## src/rtl/bus_arbiter_pkg.sv

```systemverilog
// ============================================================================
// Module  : bus_arbiter_pkg
// Brief   : Shared types and constants for the round-robin bus arbiter.
// Revision: 1.0 - initial release
// ============================================================================
`default_nettype none

package bus_arbiter_pkg;

  typedef enum logic [1:0] {
    IDLE    = 2'd0,
    GRANTED = 2'd1,
    ACTIVE  = 2'd2,
    RELEASE = 2'd3
  } state_t;

  localparam int MAX_REQ               = 8;
  localparam int DEFAULT_BEGIN_TIMEOUT = 16;
  localparam int DEFAULT_END_TIMEOUT   = 1024;
  localparam int GRANT_ID_W            = $clog2(MAX_REQ);

endpackage

`default_nettype wire

```

## src/rtl/bus_arbiter_rr_priority_picker.sv

```systemverilog
// ============================================================================
// Module  : rr_priority_picker
// Brief   : Combinational round-robin pick: first set request at or after ptr.
// Revision: 1.0 - initial release
// ============================================================================
`default_nettype none

module rr_priority_picker
  import bus_arbiter_pkg::*;
#(
  parameter int NUM_REQ = 4
) (
  input  logic [NUM_REQ-1:0]    i_requests,
  input  logic [GRANT_ID_W-1:0] i_prio_ptr,
  output logic [NUM_REQ-1:0]    o_winner_onehot,
  output logic [GRANT_ID_W-1:0] o_winner_id,
  output logic                  o_valid
);

  localparam logic [GRANT_ID_W:0] c_NUM = (GRANT_ID_W+1)'(NUM_REQ);

  logic [2*NUM_REQ-1:0] w_dbl;
  logic [NUM_REQ-1:0]   w_rot;
  logic [GRANT_ID_W:0]  w_sum;

  always_comb begin
    // Bit i of the rotated vector is request (ptr + i) mod NUM_REQ.
    w_dbl           = {i_requests, i_requests} >> i_prio_ptr;
    w_rot           = w_dbl[NUM_REQ-1:0];
    w_sum           = '0;
    o_valid         = 1'b0;
    o_winner_id     = '0;
    o_winner_onehot = '0;
    for (int i = NUM_REQ - 1; i >= 0; i--) begin
      if (w_rot[i]) begin
        o_valid = 1'b1;
        w_sum   = {1'b0, i_prio_ptr} + (GRANT_ID_W+1)'(i);
      end
    end
    if (w_sum >= c_NUM) begin
      w_sum = w_sum - c_NUM;
    end
    o_winner_id = w_sum[GRANT_ID_W-1:0];
    for (int j = 0; j < NUM_REQ; j++) begin
      o_winner_onehot[j] = o_valid && (o_winner_id == GRANT_ID_W'(j));
    end
  end

endmodule

`default_nettype wire

```

## src/rtl/bus_arbiter.sv

```systemverilog
// ============================================================================
// Module  : bus_arbiter
// Brief   : Round-robin arbiter for the shared burst bus with begin/end watchdog.
// Revision: 1.0 - initial release
// ============================================================================
`default_nettype none

module bus_arbiter
  import bus_arbiter_pkg::*;
#(
  parameter int NUM_REQ       = 4,
  parameter int BEGIN_TIMEOUT = DEFAULT_BEGIN_TIMEOUT,
  parameter int END_TIMEOUT   = DEFAULT_END_TIMEOUT
) (
  input  logic                  clock,
  input  logic                  reset,
  input  logic [NUM_REQ-1:0]    requestTransaction,
  output logic [NUM_REQ-1:0]    transactionGranted,
  input  logic                  beginTransactionIn,
  input  logic                  endTransactionIn,
  output logic                  endTransactionOut,
  output logic                  busErrorOut,
  output logic                  busIdle,
  output logic [GRANT_ID_W-1:0] grantedId
);

  localparam int                    c_CNT_W      = $clog2(END_TIMEOUT);
  localparam logic [c_CNT_W-1:0]    c_BEGIN_LAST = c_CNT_W'(BEGIN_TIMEOUT - 1);
  localparam logic [c_CNT_W-1:0]    c_END_LAST   = c_CNT_W'(END_TIMEOUT - 1);
  localparam logic [GRANT_ID_W-1:0] c_LAST_ID    = GRANT_ID_W'(NUM_REQ - 1);

  state_t                  r_state;
  state_t                  w_next_state;
  logic [c_CNT_W-1:0]      r_count;
  logic [GRANT_ID_W-1:0]   r_prio_ptr;
  logic [NUM_REQ-1:0]      r_grant;
  logic [GRANT_ID_W-1:0]   r_granted_id;
  logic                    r_end_out;
  logic                    r_bus_error;
  logic                    r_bus_idle;

  logic [NUM_REQ-1:0]      w_win_onehot;
  logic [GRANT_ID_W-1:0]   w_win_id;
  logic                    w_win_valid;
  logic                    w_grantee_req;
  logic                    w_do_grant;
  logic                    w_abort;
  logic [NUM_REQ-1:0]      w_grant_next;

  rr_priority_picker #(
    .NUM_REQ (NUM_REQ)
  ) u_picker (
    .i_requests      (requestTransaction),
    .i_prio_ptr      (r_prio_ptr),
    .o_winner_onehot (w_win_onehot),
    .o_winner_id     (w_win_id),
    .o_valid         (w_win_valid)
  );

  assign w_grantee_req = |(requestTransaction & r_grant);

  always_ff @(posedge clock) begin
    if (!reset) begin
      r_state <= IDLE;
      r_count <= '0;
    end else begin
      r_state <= w_next_state;
      if (w_next_state != r_state) begin
        r_count <= '0;
      end else if (r_state == GRANTED || r_state == ACTIVE) begin
        r_count <= r_count + 1'b1;
      end else begin
        r_count <= '0;
      end
    end
  end

  always_comb begin
    w_next_state = r_state;
    case (r_state)
      IDLE:    if (w_win_valid) w_next_state = GRANTED;
      GRANTED: begin
        if (beginTransactionIn && endTransactionIn) w_next_state = RELEASE;
        else if (beginTransactionIn)                w_next_state = ACTIVE;
        else if (!w_grantee_req || r_count == c_BEGIN_LAST) w_next_state = IDLE;
      end
      ACTIVE:  if (endTransactionIn || r_count == c_END_LAST) w_next_state = RELEASE;
      RELEASE: w_next_state = w_win_valid ? GRANTED : IDLE;
      default: w_next_state = IDLE;
    endcase
  end

  // A real end arriving on the expiry cycle takes precedence over the abort.
  always_comb begin
    w_do_grant   = (r_state == IDLE || r_state == RELEASE) && w_win_valid;
    w_abort      = (r_state == ACTIVE) && !endTransactionIn && (r_count == c_END_LAST);
    w_grant_next = '0;
    if (w_do_grant) begin
      w_grant_next = w_win_onehot;
    end else if (w_next_state == GRANTED || w_next_state == ACTIVE) begin
      w_grant_next = r_grant;
    end
  end

  always_ff @(posedge clock) begin
    if (!reset) begin
      r_grant      <= '0;
      r_granted_id <= '0;
      r_prio_ptr   <= '0;
      r_end_out    <= 1'b0;
      r_bus_error  <= 1'b0;
      r_bus_idle   <= 1'b1;
    end else begin
      r_grant     <= w_grant_next;
      r_end_out   <= w_abort;
      r_bus_error <= w_abort;
      r_bus_idle  <= (w_next_state == IDLE);
      if (w_do_grant) begin
        r_granted_id <= w_win_id;
        r_prio_ptr   <= (w_win_id == c_LAST_ID) ? '0 : w_win_id + 1'b1;
      end
    end
  end

  assign transactionGranted = r_grant;
  assign grantedId          = r_granted_id;
  assign endTransactionOut  = r_end_out;
  assign busErrorOut        = r_bus_error;
  assign busIdle            = r_bus_idle;

endmodule

`default_nettype wire

```

## config.mk

```make
export PLATFORM = sky130hd
export DESIGN_NAME = bus_arbiter
export DESIGN_NICKNAME = d
export VERILOG_FILES = /design/src/rtl/bus_arbiter_pkg.sv /design/src/rtl/bus_arbiter_rr_priority_picker.sv /design/src/rtl/bus_arbiter.sv
export SDC_FILE = /design/constraint.sdc
export NUM_CORES = 1
export LEC_CHECK = 0
export BUFFER_PORTS_ARGS = -buffer_cell sky130_fd_sc_hd__clkbuf_2
export CORE_ASPECT_RATIO = 0.8
export CORE_MARGIN = 2
export CORE_UTILIZATION = 25
export CTS_BUF_LIST = sky130_fd_sc_hd__clkbuf_4
export DETAILED_ROUTE_END_ITERATION = 16
export PLACE_DENSITY = 0.45
export SLEW_MARGIN = 20
export SYNTH_ARGS = -nofsm -noshare
export SYNTH_HDL_FRONTEND = slang
export SYNTH_HIERARCHICAL = 1
export SYNTH_SLANG_ARGS = --single-unit
```

## constraint.sdc

```tcl
create_clock -name clock -period 5.4 [get_ports clock]
set_input_delay 1.08 -clock clock [delete_from_list [all_inputs] [get_ports clock]]
set_output_delay 1.08 -clock clock [all_outputs]
set_load 0.01 [all_outputs]
```

# --- Word level (Yosys, flattened, before mapping) ---
# Index checks and enable logic that the tools add are counted.
word_totals:
  reg_bits: 24
  out_inout_bits: 10
classes:
  mux: 19
  shifts: 1
  n_lt_le_gt_ge: 1
  n_reduce_logical: 20
  bitwise: 3
  addsub: 6
  n_eq_ne: 12
ops:
  columns: ["operator", "count"]
  rows:
  - ["2-to-1 mux 4 bit", 6]
  - ["adder 10 x 1 -> 10 bit (second input constant)", 1]
  - ["== test 10 bit (second input constant)", 1]
  - ["== test 10 x 4 -> 1 bit (second input constant)", 1]
  - ["2-to-1 mux 2 bit", 5]
  - ["adder 3 x 2 -> 4 bit (second input constant)", 2]
  - ["logical AND 1 bit", 8]
  - ["case mux 2 bit (4 select lines)", 1]
  - [">> shifter 8 x 3 -> 4 bit", 1]
  - ["== test 2 bit (second input constant)", 3]
  - ["== test 3 x 2 -> 1 bit (second input constant)", 2]
  - ["2-to-1 mux 3 bit", 2]
  - ["logical OR 1 bit", 5]
  - ["2-to-1 mux 1 bit", 5]
  - ["adder 3 x 1 -> 4 bit (second input constant)", 1]
  - ["AND 4 bit", 1]
  - ["== test 2 x 1 -> 1 bit (second input constant)", 2]
  - ["greater-or-equal comparator 4 x 3 -> 1 bit (second input constant)", 1]
  - ["zero test 2 bit", 2]
  - ["OR reduction 4 bit", 1]
  - ["adder 3 x 1 -> 3 bit (second input constant)", 1]
  - ["== test 3 x 1 -> 1 bit (second input constant)", 1]
  - ["zero test 3 bit", 1]
  - ["OR reduction 3 bit", 1]
  - ["other kinds (5)", 7]

# --- Longest topological paths before layout ---
depth:
  ltp_word: 12
  depth_mapped: 14

# --- Hierarchy ---
# The synthesis kept the hierarchy.
by_module_without_submodules:
  columns: ["module", "cells_each", "seq_area_each_um2", "area_per_inst_um2", "instances"]
  rows:
  - ["bus_arbiter", 134, 480.5, 1226.2, 1]
  - ["rr_priority_picker", 67, 0.0, 570.5, 1]

# --- Worst setup path before layout ---
# Ideal clock, no wire load.
synth_path:
  path_kind: "input port to flip-flop"
  start: "in requestTransaction[0]"
  end: "reg r_count[0]"
  path_stages: 10
  t_arrival_ns: 3.411
  setup_slack_ns: 1.903
  setup_time_ns: 0.086
  cell_sequence: "nor2b_1 mux4_2 nor3_1 inv_1 a21oi_2 and3_1 nand2_2 or4_4 buf_6 a211oi_1"
synth_rtl:
  columns: ["element", "line", "rtl"]
  rows:
  - ["from (decl)", "bus_arbiter.sv:17", "input logic [NUM_REQ-1:0] requestTransaction,"]
  - [">> shifter 8 x 3 -> 4 bit *", "bus_arbiter_rr_priority_picker.sv:28", "w_dbl = {i_requests, i_requests} >> i_prio_ptr;"]
  - ["2-to-1 mux 1 bit (3 in a row)", "bus_arbiter_rr_priority_picker.sv:35", "if (w_rot[i]) begin"]
  - ["2-to-1 mux 1 bit *", "bus_arbiter_rr_priority_picker.sv:35", null]
  - ["named net w_win_valid", "bus_arbiter.sv:44", "logic w_win_valid;"]
  - ["2-to-1 mux 1 bit or 2-to-1 mux 2 bit (tied branches)", "bus_arbiter.sv:88, bus_arbiter.sv:81", null]
  - ["case mux 2 bit (4 select lines) *", "bus_arbiter.sv:80", "case (r_state)"]
  - ["!= test 2 bit *", "bus_arbiter.sv:68", "if (w_next_state != r_state) begin"]
  - ["OR reduction 3 bit (no source line) *", null, null]
  - ["to (signal assigned)", "bus_arbiter.sv:71", "r_count <= r_count + 1'b1;"]
  - ["to (decl)", "bus_arbiter.sv:34", "logic [c_CNT_W-1:0] r_count;"]
# The timed path passes the listed nets; every way through them passes the cells marked *.
# A chain may end at the register's enable or synchronous reset.

# --- Worst setup path after layout ---
layout_path:
  start: "in requestTransaction[0]"
  end: "reg r_count[3]"
# Same word-level chain as after synthesis.

==> results_dict.tcl <==
set metrics [dict create \
    status "complete, no violations" \
    grt_pass1_wl_um 7020 \
    remaining_drc_errors 0 \
    gp_congestion 0.797 \
    antenna_cells 0 \
    fin_crit_sh 0.672 \
    clk_pin_slew_ns 0.14 \
    endpoint "r_count[3]" \
    grt_overflow_total 0 \
    p_per_area_nw_per_um2 414 \
    end_kind "flip-flop" \
    synth_top_area_cell "dfxtp_1" \
    final_common_cell "dfxtp_1" \
    worstPathMaxFanout 10 \
    ys_seq_elements 24 \
    ff2ff_path_depth 10 \
    cts-htree-levels 1 \
    cp_top_family "simple AND/OR/NAND/NOR gates" \
    setup_viol 0 \
    die_y_um 79.8 \
    synth_seq_area_share 0.267 \
    placed_area_um2 1900 \
    stdcell_count 300 \
    hp-class "flip-flop to flip-flop" \
    synth_area_leaders "dfxtp_1 27%, ha_1 7.7%, a211oi_1 4.6%" \
    rsz0062_at_grt "false" \
    tightest_slew_ns 0.783 \
    finalHoldViolCount 0 \
    rows 27 \
    synth-main-ff-cell "dfxtp_1" \
    cp.depth 10 \
    r2r_setup_slack_ns 1.82 \
    first_global_vias 1398 \
    start_util 0.259 \
    wl_per_cell_um 13.5 \
    synthArstFlopShare 0 \
    critPathMaxStageDelay_ns 0.61 \
    drtIter0Drc 69 \
    dpl.hpwl_um 3050 \
    worst_skew_pair.late_latency_ns 0.33 \
    synth_top_area_share 0.267 \
    grt_max_degree 22 \
    avgSynthCellArea_um2 8.94 \
    die_area_um2 7890 \
    ir_drop_v 0.000133 \
    path_buf_inv 2 \
    path_class "input port to flip-flop" \
    critPathLaunchType "input port" \
    tns_ns 0 \
    numCtsBuffers 3 \
    syn-cell-area_um2 1800 \
    synth_fp_nets 220 \
    vias 1484 \
    cpMaxStageDelayCell "or4_4" \
    drv_slew 0 \
    drive_gt1_frac 0.192 \
    cts_hold_buf 0 \
    arrival_ns 3.88 \
    wl_um 4060 \
    cts.sink_count 24 \
    worstPathCellList "clkbuf_2, nor2b_1, mux4_2, nor3_1, inv_1, a21oi_2, and3_1, nand2_2, or4_4, a211oi_1" \
    io_pins 18 \
    ant_nets 0 \
    p_total_w 0.000809 \
    finalClockSkew_ns 0.00330 \
    postCtsSetupBuffers 0 \
    clockRootBuffer "clkbuf_4" \
    drtPass1Iterations 4 \
    synth_cells 201 \
    synth_edf_count 0 \
    die_w_um 98.8 \
    maxCapViolations 0 \
    core-area_um2 6930 \
    area_growth_pct 8.77 \
    finalInstanceArea_um2 1950 \
    grt_antenna_before_repair 0 \
    period_needed_ns 3.63 \
    dp_cells 296 \
    clk_path_buf_depth 2 \
    yosys_warnings 6 \
    r2r_start "r_prio_ptr[0]" \
    cts_tree "yes" \
    viasPerCell 4.95 \
    final_cell_mix "24 x dfxtp_1, 20 x nand2_1, 17 x clkbuf_2" \
    synth_cell_type_count 61 \
    startpoint "requestTransaction[0]" \
    power.leakage_nw 0.721 \
    r2r_end "r_count[3]" \
    cts_resized 0 \
    cp.required_ns 5.65 \
    fin_nets 233 \
    fmax_mhz 275 \
    portBuffers 17 \
    grt.total_usage 0.109 \
    slew-limit-headroom 0.477 \
]
[kinds of logic after synthesis]
family,share of synthesized area
flops,0.267
xor+xnor,0.0487
compound gates,0.220
buf+inv,0.0759
simple gates,0.260
mux,0.0508
fa+ha+maj,0.0766
[how the worst min path moves through the flow]
stage	from	endpoint	slack, ns	depth (start not counted)
after global placement	r_count[0]	r_count[0]	0.45	1
final	r_count[0]	r_count[0]	0.47	1
after detailed placement	r_count[0]	r_count[0]	0.45	1
after global routing	r_count[0]	r_count[0]	0.50	1
after CTS	r_count[0]	r_count[0]	0.47	1
after floorplan	r_count[0]	r_count[0]	0.42	1
[through the flow]
step | hold slack, ns | utilization | setup slack [ns]
finish | 0.473 | 0.282 | 1.77
floorplan | 0.422 | - | 1.90
detailed placement | 0.451 | 0.275 | 1.44
global placement | 0.446 | 0.275 | 1.46
CTS | 0.470 | 0.282 | 1.81
global route | 0.501 | 0.282 | 1.42
[cells in the mapped netlist (3+ instances only)]
master,count
xor2_1,3
nand3_1,11
a21oi_1,5
xnor2_1,7
nor3_1,8
ha_1,11
a211oi_1,11
nand2_1,20
dfxtp_1,24
nor4_1,5
nor2_1,5
nor2b_1,8
a31oi_1,3
inv_1,9
o21ai_0,3
a21boi_0,8
buf_6,4
[layer usage]
metal / wire length [um] / up-vias / GRT usage
met3: 148 / 3 / 0.0210
met1: 2290 / 691 / 0.175
li1: - / 765 / -
met2: 1610 / 25 / 0.147
met4: 12 / 0 / 0.0164
met5: 0 / - / 0
[registers in the layout, summed over array words and instances (netlist names)]
name and count:
r_count 10, transactionGranted 4, grantedId 3, r_prio_ptr 3, r_state 2, busErrorOut 1, busIdle 1
[final cells by class]
| cell class | instances | area [um^2] |
|---|---|---|
| well taps | 87 | 109 |
| fillers | 730 | 4970 |
| repair buffers | 17 | 85.1 |
| inverters | 12 | 47.5 |
| multi-input cells | 156 | 1180 |
| flip-flops and latches | 24 | 480 |
| clock inverters | 1 | 30.0 |
| clock buffers | 3 | 22.5 |
[power by group]
part / internal (W) / leakage (nW) / switching [W]
sequential: 0.000210 / 0.195 / 0.0000521
combinational: 0.000170 / 0.498 / 0.000243
clock: 0.0000751 / 0.0279 / 0.0000591
total: 0.000455 / 0.721 / 0.000354
(Power assumes the default switching activity.)
